### config.mk
export PLATFORM = sky130hd
export DESIGN_NAME = lgn_group_argmax
export DESIGN_NICKNAME = d
export VERILOG_FILES = /design/src/rtl/lgn_pkg.sv /design/src/rtl/lgn_popcount.sv /design/src/rtl/lgn_group_argmax.sv
export SDC_FILE = /design/constraint.sdc
export NUM_CORES = 1
export LEC_CHECK = 0
export CORE_MARGIN = 5
export CORE_UTILIZATION = 40
export CTS_BUF_LIST = sky130_fd_sc_hd__clkbuf_4 sky130_fd_sc_hd__clkbuf_8 sky130_fd_sc_hd__clkbuf_16
export CTS_CLUSTER_DIAMETER = 50
export CTS_CLUSTER_SIZE = 28
export DETAILED_ROUTE_END_ITERATION = 6
export GPL_ROUTABILITY_DRIVEN = 0
export GPL_TIMING_DRIVEN = 0
export HOLD_SLACK_MARGIN = 0.15
export PLACE_DENSITY = 0.58
export SYNTH_ARGS = -nofsm -noshare
export SYNTH_HDL_FRONTEND = slang
export SYNTH_SLANG_ARGS = --single-unit
### constraint.sdc
create_clock -name clk -period 2.8 [get_ports clk]
set_input_delay 0.42 -clock clk [delete_from_list [all_inputs] [get_ports clk]]
set_output_delay 0.42 -clock clk [all_outputs]
set_load 0.01 [all_outputs]
### src/rtl/lgn_pkg.sv
// lgn_pkg: shared defaults and types for the lgn_group_argmax classification head.
//   CLASSES / GROUP_SIZE : default class-group geometry
//   IN_W                 : width of the network output vector
//   SCORE_W / CLASS_W    : popcount width and class index width
//   state_e              : argmax FSM states
//   score_t              : popcount score type for the default geometry
package lgn_pkg;

  localparam int CLASSES    = 5;
  localparam int GROUP_SIZE = 3;
  localparam int IN_W       = CLASSES * GROUP_SIZE;
  localparam int SCORE_W    = $clog2(GROUP_SIZE + 1);
  localparam int CLASS_W    = (CLASSES > 1) ? $clog2(CLASSES) : 1;

  typedef enum logic [1:0] {
    IDLE  = 2'd0,
    COUNT = 2'd1,
    SCAN  = 2'd2,
    DONE  = 2'd3
  } state_e;

  typedef logic [SCORE_W-1:0] score_t;

endpackage

### src/rtl/lgn_popcount.sv
// lgn_popcount: combinational popcount of one class group.
//   bits_i  [GROUP_SIZE] : group bits
//   count_o [SCORE_W]    : number of set bits, zero-extended
module lgn_popcount #(
  parameter int GROUP_SIZE = 3,
  parameter int SCORE_W    = $clog2(GROUP_SIZE + 1)
) (
  input  logic [GROUP_SIZE-1:0] bits_i,
  output logic [SCORE_W-1:0]    count_o
);

  always_comb begin
    count_o = '0;
    for (int i = 0; i < GROUP_SIZE; i++) begin
      count_o = count_o + SCORE_W'(bits_i[i]);
    end
  end

endmodule

### src/rtl/lgn_group_argmax.sv
// lgn_group_argmax: splits a registered network output vector into class
// groups, popcounts each group, then scans the counts one per cycle to find
// the winning class (ties go to the lowest index).
//
// Ports:
//   clk, reset            : clock, asynchronous active-high reset
//   in_data/in_valid      : input vector and its valid
//   in_ready              : high only in IDLE
//   out_class/out_valid   : winning class index and its valid
//   out_score             : winner popcount (only with LGN_ARGMAX_SCORE_OUT_EN)
//   out_ready             : consumer accepts the result
//
// Build option: define LGN_ARGMAX_SCORE_OUT_EN to expose out_score.
//
// state | meaning
// IDLE  | waiting for a vector, in_ready=1
// COUNT | latch all group popcounts, clear best
// SCAN  | compare one count per cycle against best
// DONE  | result presented, out_valid=1
module lgn_group_argmax
  import lgn_pkg::*;
#(
  parameter int CLASSES    = lgn_pkg::CLASSES,
  parameter int GROUP_SIZE = lgn_pkg::GROUP_SIZE,
  parameter int SCORE_W    = $clog2(GROUP_SIZE + 1),
  parameter int CLASS_W    = (CLASSES > 1) ? $clog2(CLASSES) : 1
) (
  input  logic                          clk,
  input  logic                          reset,
  input  logic [CLASSES*GROUP_SIZE-1:0] in_data,
  input  logic                          in_valid,
  output logic                          in_ready,
  output logic [CLASS_W-1:0]            out_class,
`ifdef LGN_ARGMAX_SCORE_OUT_EN
  output logic [SCORE_W-1:0]            out_score,
`endif
  output logic                          out_valid,
  input  logic                          out_ready
);

  localparam logic [CLASS_W-1:0] LAST_IDX = CLASS_W'(CLASSES - 1);

  state_e state_q, state_d;

  logic [CLASSES*GROUP_SIZE-1:0] data_q;
  logic [SCORE_W-1:0]            pop_w   [CLASSES];
  logic [SCORE_W-1:0]            count_q [CLASSES];
  logic [CLASS_W-1:0]            idx_q;
  logic [SCORE_W-1:0]            best_score_q;
  logic [CLASS_W-1:0]            best_idx_q;
  logic [CLASS_W-1:0]            out_class_q;

  logic [SCORE_W-1:0]            cand;
  logic                          take;
  logic [SCORE_W-1:0]            win_score;
  logic [CLASS_W-1:0]            win_idx;

  for (genvar k = 0; k < CLASSES; k++) begin : g_pop
    lgn_popcount #(
      .GROUP_SIZE(GROUP_SIZE),
      .SCORE_W   (SCORE_W)
    ) u_pop (
      .bits_i (data_q[k*GROUP_SIZE +: GROUP_SIZE]),
      .count_o(pop_w[k])
    );
  end

  always_ff @(posedge clk or posedge reset) begin
    if (reset) state_q <= IDLE;
    else       state_q <= state_d;
  end

  always_comb begin
    state_d   = state_q;
    in_ready  = 1'b0;
    out_valid = 1'b0;
    case (state_q)
      IDLE: begin
        in_ready = 1'b1;
        if (in_valid) state_d = COUNT;
      end
      COUNT: state_d = SCAN;
      SCAN:  if (idx_q == LAST_IDX) state_d = DONE;
      DONE: begin
        out_valid = 1'b1;
        if (out_ready) state_d = IDLE;
      end
      default: state_d = IDLE;
    endcase
  end

  // Strict greater-than keeps the incumbent on ties. The final winner is taken
  // from this compare directly so the last element is not missed.
  always_comb begin
    cand      = count_q[idx_q];
    take      = cand > best_score_q;
    win_score = take ? cand  : best_score_q;
    win_idx   = take ? idx_q : best_idx_q;
  end

  always_ff @(posedge clk or posedge reset) begin
    if (reset) begin
      data_q       <= '0;
      idx_q        <= '0;
      best_score_q <= '0;
      best_idx_q   <= '0;
      out_class_q  <= '0;
      for (int k = 0; k < CLASSES; k++) count_q[k] <= '0;
    end else begin
      case (state_q)
        IDLE: if (in_valid) data_q <= in_data;
        COUNT: begin
          for (int k = 0; k < CLASSES; k++) count_q[k] <= pop_w[k];
          idx_q        <= '0;
          best_score_q <= '0;
          best_idx_q   <= '0;
        end
        SCAN: begin
          best_score_q <= win_score;
          best_idx_q   <= win_idx;
          if (idx_q == LAST_IDX) begin
            out_class_q <= win_idx;
            idx_q       <= '0;
          end else begin
            idx_q <= idx_q + 1'b1;
          end
        end
        default: ;
      endcase
    end
  end

  assign out_class = out_class_q;

`ifdef LGN_ARGMAX_SCORE_OUT_EN
  logic [SCORE_W-1:0] out_score_q;

  always_ff @(posedge clk or posedge reset) begin
    if (reset)                                    out_score_q <= '0;
    else if (state_q == SCAN && idx_q == LAST_IDX) out_score_q <= win_score;
  end

  assign out_score = out_score_q;
`endif

endmodule

## After elaboration in Yosys (flattened, before gate mapping)

Cells that the tools add are included.

- Input bits: 19
- Bits in registers: 38
- Output and inout port bits: 5

- Bitwise operators: 1
- $add $sub $neg: 11
- Eq/ne operators: 8
- $lt $le $gt $ge: 2
- Mux-type cells: 15
- Reductions and logical operators: 6

Operators by type and width:

| operator | number |
|---|---|
| two-way mux 2 bit | 6 |
| one-hot mux 3 bit (2 select lines) | 2 |
| adder 1 x 1 -> 2 bit | 5 |
| adder 2 x 1 -> 2 bit | 5 |
| inequality test 2 bit (second input constant) | 4 |
| one-hot mux 2 bit (4 select lines) | 1 |
| binary-select mux 2 bit (select 3 bit) | 1 |
| two-way mux 3 bit | 2 |
| AND reduction 2 bit | 3 |
| == test 2 bit (second input constant) | 2 |
| >= comparator 4 bit (second input constant) | 1 |
| inverter 3 -> 4 bit | 1 |
| one-hot mux 2 bit (2 select lines) | 1 |
| adder 3 x 1 -> 3 bit (second input constant) | 1 |
| == test 3 bit (second input constant) | 1 |
| AND reduction 3 bit | 1 |
| == test 2 x 1 -> 1 bit (second input constant) | 1 |
| greater-than comparator 2 bit | 1 |
| zero test 2 bit | 1 |
| two-way mux 1 bit | 2 |
| nonzero test 2 bit | 1 |

## Depth between registers and ports, before layout

- Word-level depth: 7
- Depth in mapped cells: 9
- Gate-level depth less buffers: 8

## Hierarchy

From an unflattened synthesis, not the netlist that was laid out.

- Cells, all modules: 142
- Area, all modules: 1,855.5 um^2

By module, submodules not included:

| module | sequential area each (um^2) | cells each | area an instance (um^2) | instances |
|---|---|---|---|---|
| lgn_group_argmax | 950.9 | 137 | 1,755.4 | 1 |
| lgn_popcount | 0.0 | 1 | 20.0 | 5 |

## Worst setup path before layout

OpenSTA, ideal clock, no wires.

- Kind: flip-flop to flip-flop
- From: register idx_q[0]
- To: register best_idx_q[0]
- Slack: 0.506 ns
- Setup time: 0.121 ns
- Data required time: 2.679 ns
- Cell stages (with the launch flop): 10
- Arrival time: 2.173 ns
- Cell sequence: dfrtp_1 > buf_6 > mux2i_1 > nor3_1 > or3_4 > ha_1 > and2b_1 > a2bb2oi_2 > o21ai_0 > a22o_2

- Cells in the longest elaborated chain, start to end: 7

Ends and longest elaborated chain:

| what | RTL line | source |
|---|---|---|
| from (decl) | lgn_group_argmax.sv:48 | `logic [CLASS_W-1:0] idx_q;` |
| from (signal assigned) | lgn_group_argmax.sv:125 | `idx_q <= idx_q + 1'b1;` |
| inverter 3 -> 4 bit (implied by the code) | lgn_group_argmax.sv:95 | `cand = count_q[idx_q];` |
| binary-select mux 2 bit (select 3 bit) | lgn_group_argmax.sv:95 |  |
| two-way mux 2 bit (implied by the code) (2 in series) | lgn_group_argmax.sv:95 |  |
| greater-than comparator 2 bit | lgn_group_argmax.sv:96 | `take = cand > best_score_q;` |
| two-way mux 3 bit * | lgn_group_argmax.sv:98 | `win_idx = take ? idx_q : best_idx_q;` |
| one-hot mux 3 bit (2 select lines) * | lgn_group_argmax.sv:110 | `case (state_q)` |
| to (signal assigned) | lgn_group_argmax.sv:120 | `best_idx_q <= win_idx;` |
| to (decl) | lgn_group_argmax.sv:50 | `logic [CLASS_W-1:0] best_idx_q;` |

Mark *: on every way between the ends. The rest lies on a longest branch, timed or not. The select of a mux whose other input is x is not followed.
A chain may end at the register's enable or synchronous reset.

## Worst setup path in the final report

Ends and elaborated chain as after synthesis.

==> flow_summary.toml <==
[final_layout]
drive_above_1_share = 0.237
final_util = 0.509
seqCellArea_um2 = 951
syn_to_final_growth_pct = 22.3
fillers = 387
fin_nets = 204
multiInputGateArea_um2 = 817
diodes = 0
final_cells = 225

[grt]
grt_overflow = 0
grt_pass1_vias = 1206
use_met2 = 0.195
antenna_found_initial = 0
grt_pass1_wl_um = 5720
top_usage_layer = "met2"
use_met1 = 0.152
use_met3 = 0.0324
grt_start_max_net_pins = 39
grt_use_total = 0.118

[clock_tree]
cts_max_level = 2
cts_tree = "done"
cts-root-buf = "clkbuf_8"
cts_sinks = 38
cts_buffers = 5
postCtsSetupRepairBufs = 0
cts_resized = 0
clk_latency_ns = 0.28
cts_buffer_depth = 2
cts.clk_slew.worst_paths_ns = 0.07
ctsHoldBuffers = 0

[worst_setup_path]
critPathRequiredTime_ns = 2.97
arrival_ns = 2.78
critPathKind = "flop to flop"
worstSetupStartpointType = "flop"
end_kind = "flop"
crit_fanout = 9

[run]
cap_violations = 0

[logic_synthesis]
ys.flop_type = "dfrtp_1"
synth_most_common_cell = "dfrtp_1"
async_flop_share = 1.00
yosysUniqueCellTypes = 31
ys_ff_latch = 38
synth_common_cells = "dfrtp_1, mux2_2, nand2_1, o21ai_0"
syn_inst = 142
synth-edff-count = 0
synth_top_cell_by_area = "dfrtp_1"
yosysTopAreaCellShare = 0.518
seq_area_frac_synth = 0.518
mappedNetlistNets = 174
syn_avg_cell_area_um2 = 12.9
synth_area_leaders = "dfrtp_1, mux2_2, fa_1, ha_1, mux2i_1"
synth_warnings = 0
syn_area_mm2 = 0.00184

[route]
via_per_inst = 5.17
wl_per_cell_um = 14.5
drt_drc_violations_left = 0
vias = 1163
drtAntennaViolNets = 0
wirelength_um = 3260
dr.first_iter.drc_count = 52
dr.pass1.iters = 4

[sta]
rsz0062_at_grt = "no"
slew_headroom = 0.482
finClkSkew_ns = 0.00530
final_max_slew_viol_count = 0
hold_viol = 0
fin_crit_sh = 0.930
max_freq_mhz = 384
worst_pin_slew_ns = 0.775
finalWorstSetupSlack_ns = 0.197
fin_crit_ns = 2.60
finalSetupTns_ns = 0
setup_viol = 0

[placement]
dp_slack_ns = 0.254
dp_cells = 217
dp_hpwl_um = 2490
portBuffers = 23

[min_path]
hp-class = "flop to flop"

[die]
start_util = 0.416
coreArea_mm2 = 0.00441
die_area_mm2 = 0.00605
chipHeight_um = 77.8
ios = 24
rows = 24
die_w_um = 77.8

[power_and_ir_drop]
p_leak_nw = 0.971
power.density_mw_per_mm2 = 1150
irDropWorstVdd_mv = 0.513

[status]
status = "completed"
[layer usage]
metal  vias up  routed length [um]
li1        556                   -
met1       580                1390
met2        25                1700
met3         2                 146
met4         0                  14
met5         -                   0
[cell type report]
type,count,share of cell area
Clock inverter,1,0.0134
Sequential cell,38,0.423
Multi-Input combinational cell,90,0.364
Buffer,6,0.0173
Timing Repair Buffer,23,0.103
Inverter,8,0.0134
Tap cell,52,0.0290
Clock buffer,7,0.0373
[power by group]
part	switching (mW)	leakage, nW	internal [mW]
Clock	0.179	0.0593	0.286
Combinational	0.541	0.441	0.614
Sequential	0.165	0.471	0.788
Total	0.885	0.971	1.69
[path summary, 6_finish.rpt]
check,from,end,slack [ns],depth (start not counted)
max,idx_q[0],best_idx_q[0],0.20,9
min,out_class[2],out_class[2],0.48,2
max reg2reg,idx_q[0],best_idx_q[0],0.20,9
min reg2reg,out_class[2],out_class[2],0.48,2
max in group asynchronous,reset,data_q[2],1.71,2
min in group asynchronous,reset,out_class[0],0.60,2
[worst max-delay path: stages, from the launching register on]
cell	delay, ns
dfrtp_1	0.38
buf_6	0.16
mux2i_1	0.19
nor3_1	0.06
or3_4	0.38
ha_1	0.32
and2b_1	0.14
a2bb2oi_2	0.37
o21ai_0	0.23
a22o_2	0.26
[metrics by stage]
stage	power, mW	hold WS (ns)	area [um2]
global route	2.81	0.516	2250
CTS	2.61	0.494	2250
finish	2.57	0.485	2250
floorplan	1.82	0.465	1840
global placement	2.06	0.462	2130
detailed placement	2.14	0.477	2130
[cells in the final DEF, fill, tap and decap left out, drive strengths merged, types with 2 or more instances in the layout]
cell,n
a22o,3
mux2i,6
clkbuf,9
nor3,4
clkdlybuf4s50,23
o21ai,10
inv,8
nand2,10
a2bb2oi,2
fa,5
ha,8
nand3,3
nor2,2
buf,4
mux2,25
dfrtp,38
[flip-flops by register name (all words and copies together), names as in the netlist]
| signal | cells |
|---|---|
| state_q | 2 |
| idx_q | 3 |
| best_score_q | 2 |
| out_class | 3 |
| best_idx_q | 3 |
| data_q | 15 |
| count_q | 10 |
[kinds of logic after synthesis]
logic type | share of synthesized area
mux | 0.186
compound gates | 0.0817
buf+inv | 0.0375
flops | 0.518
simple gates | 0.0681
fa+ha+maj | 0.109
No activity file was read; power rests on OpenSTA's default activity.
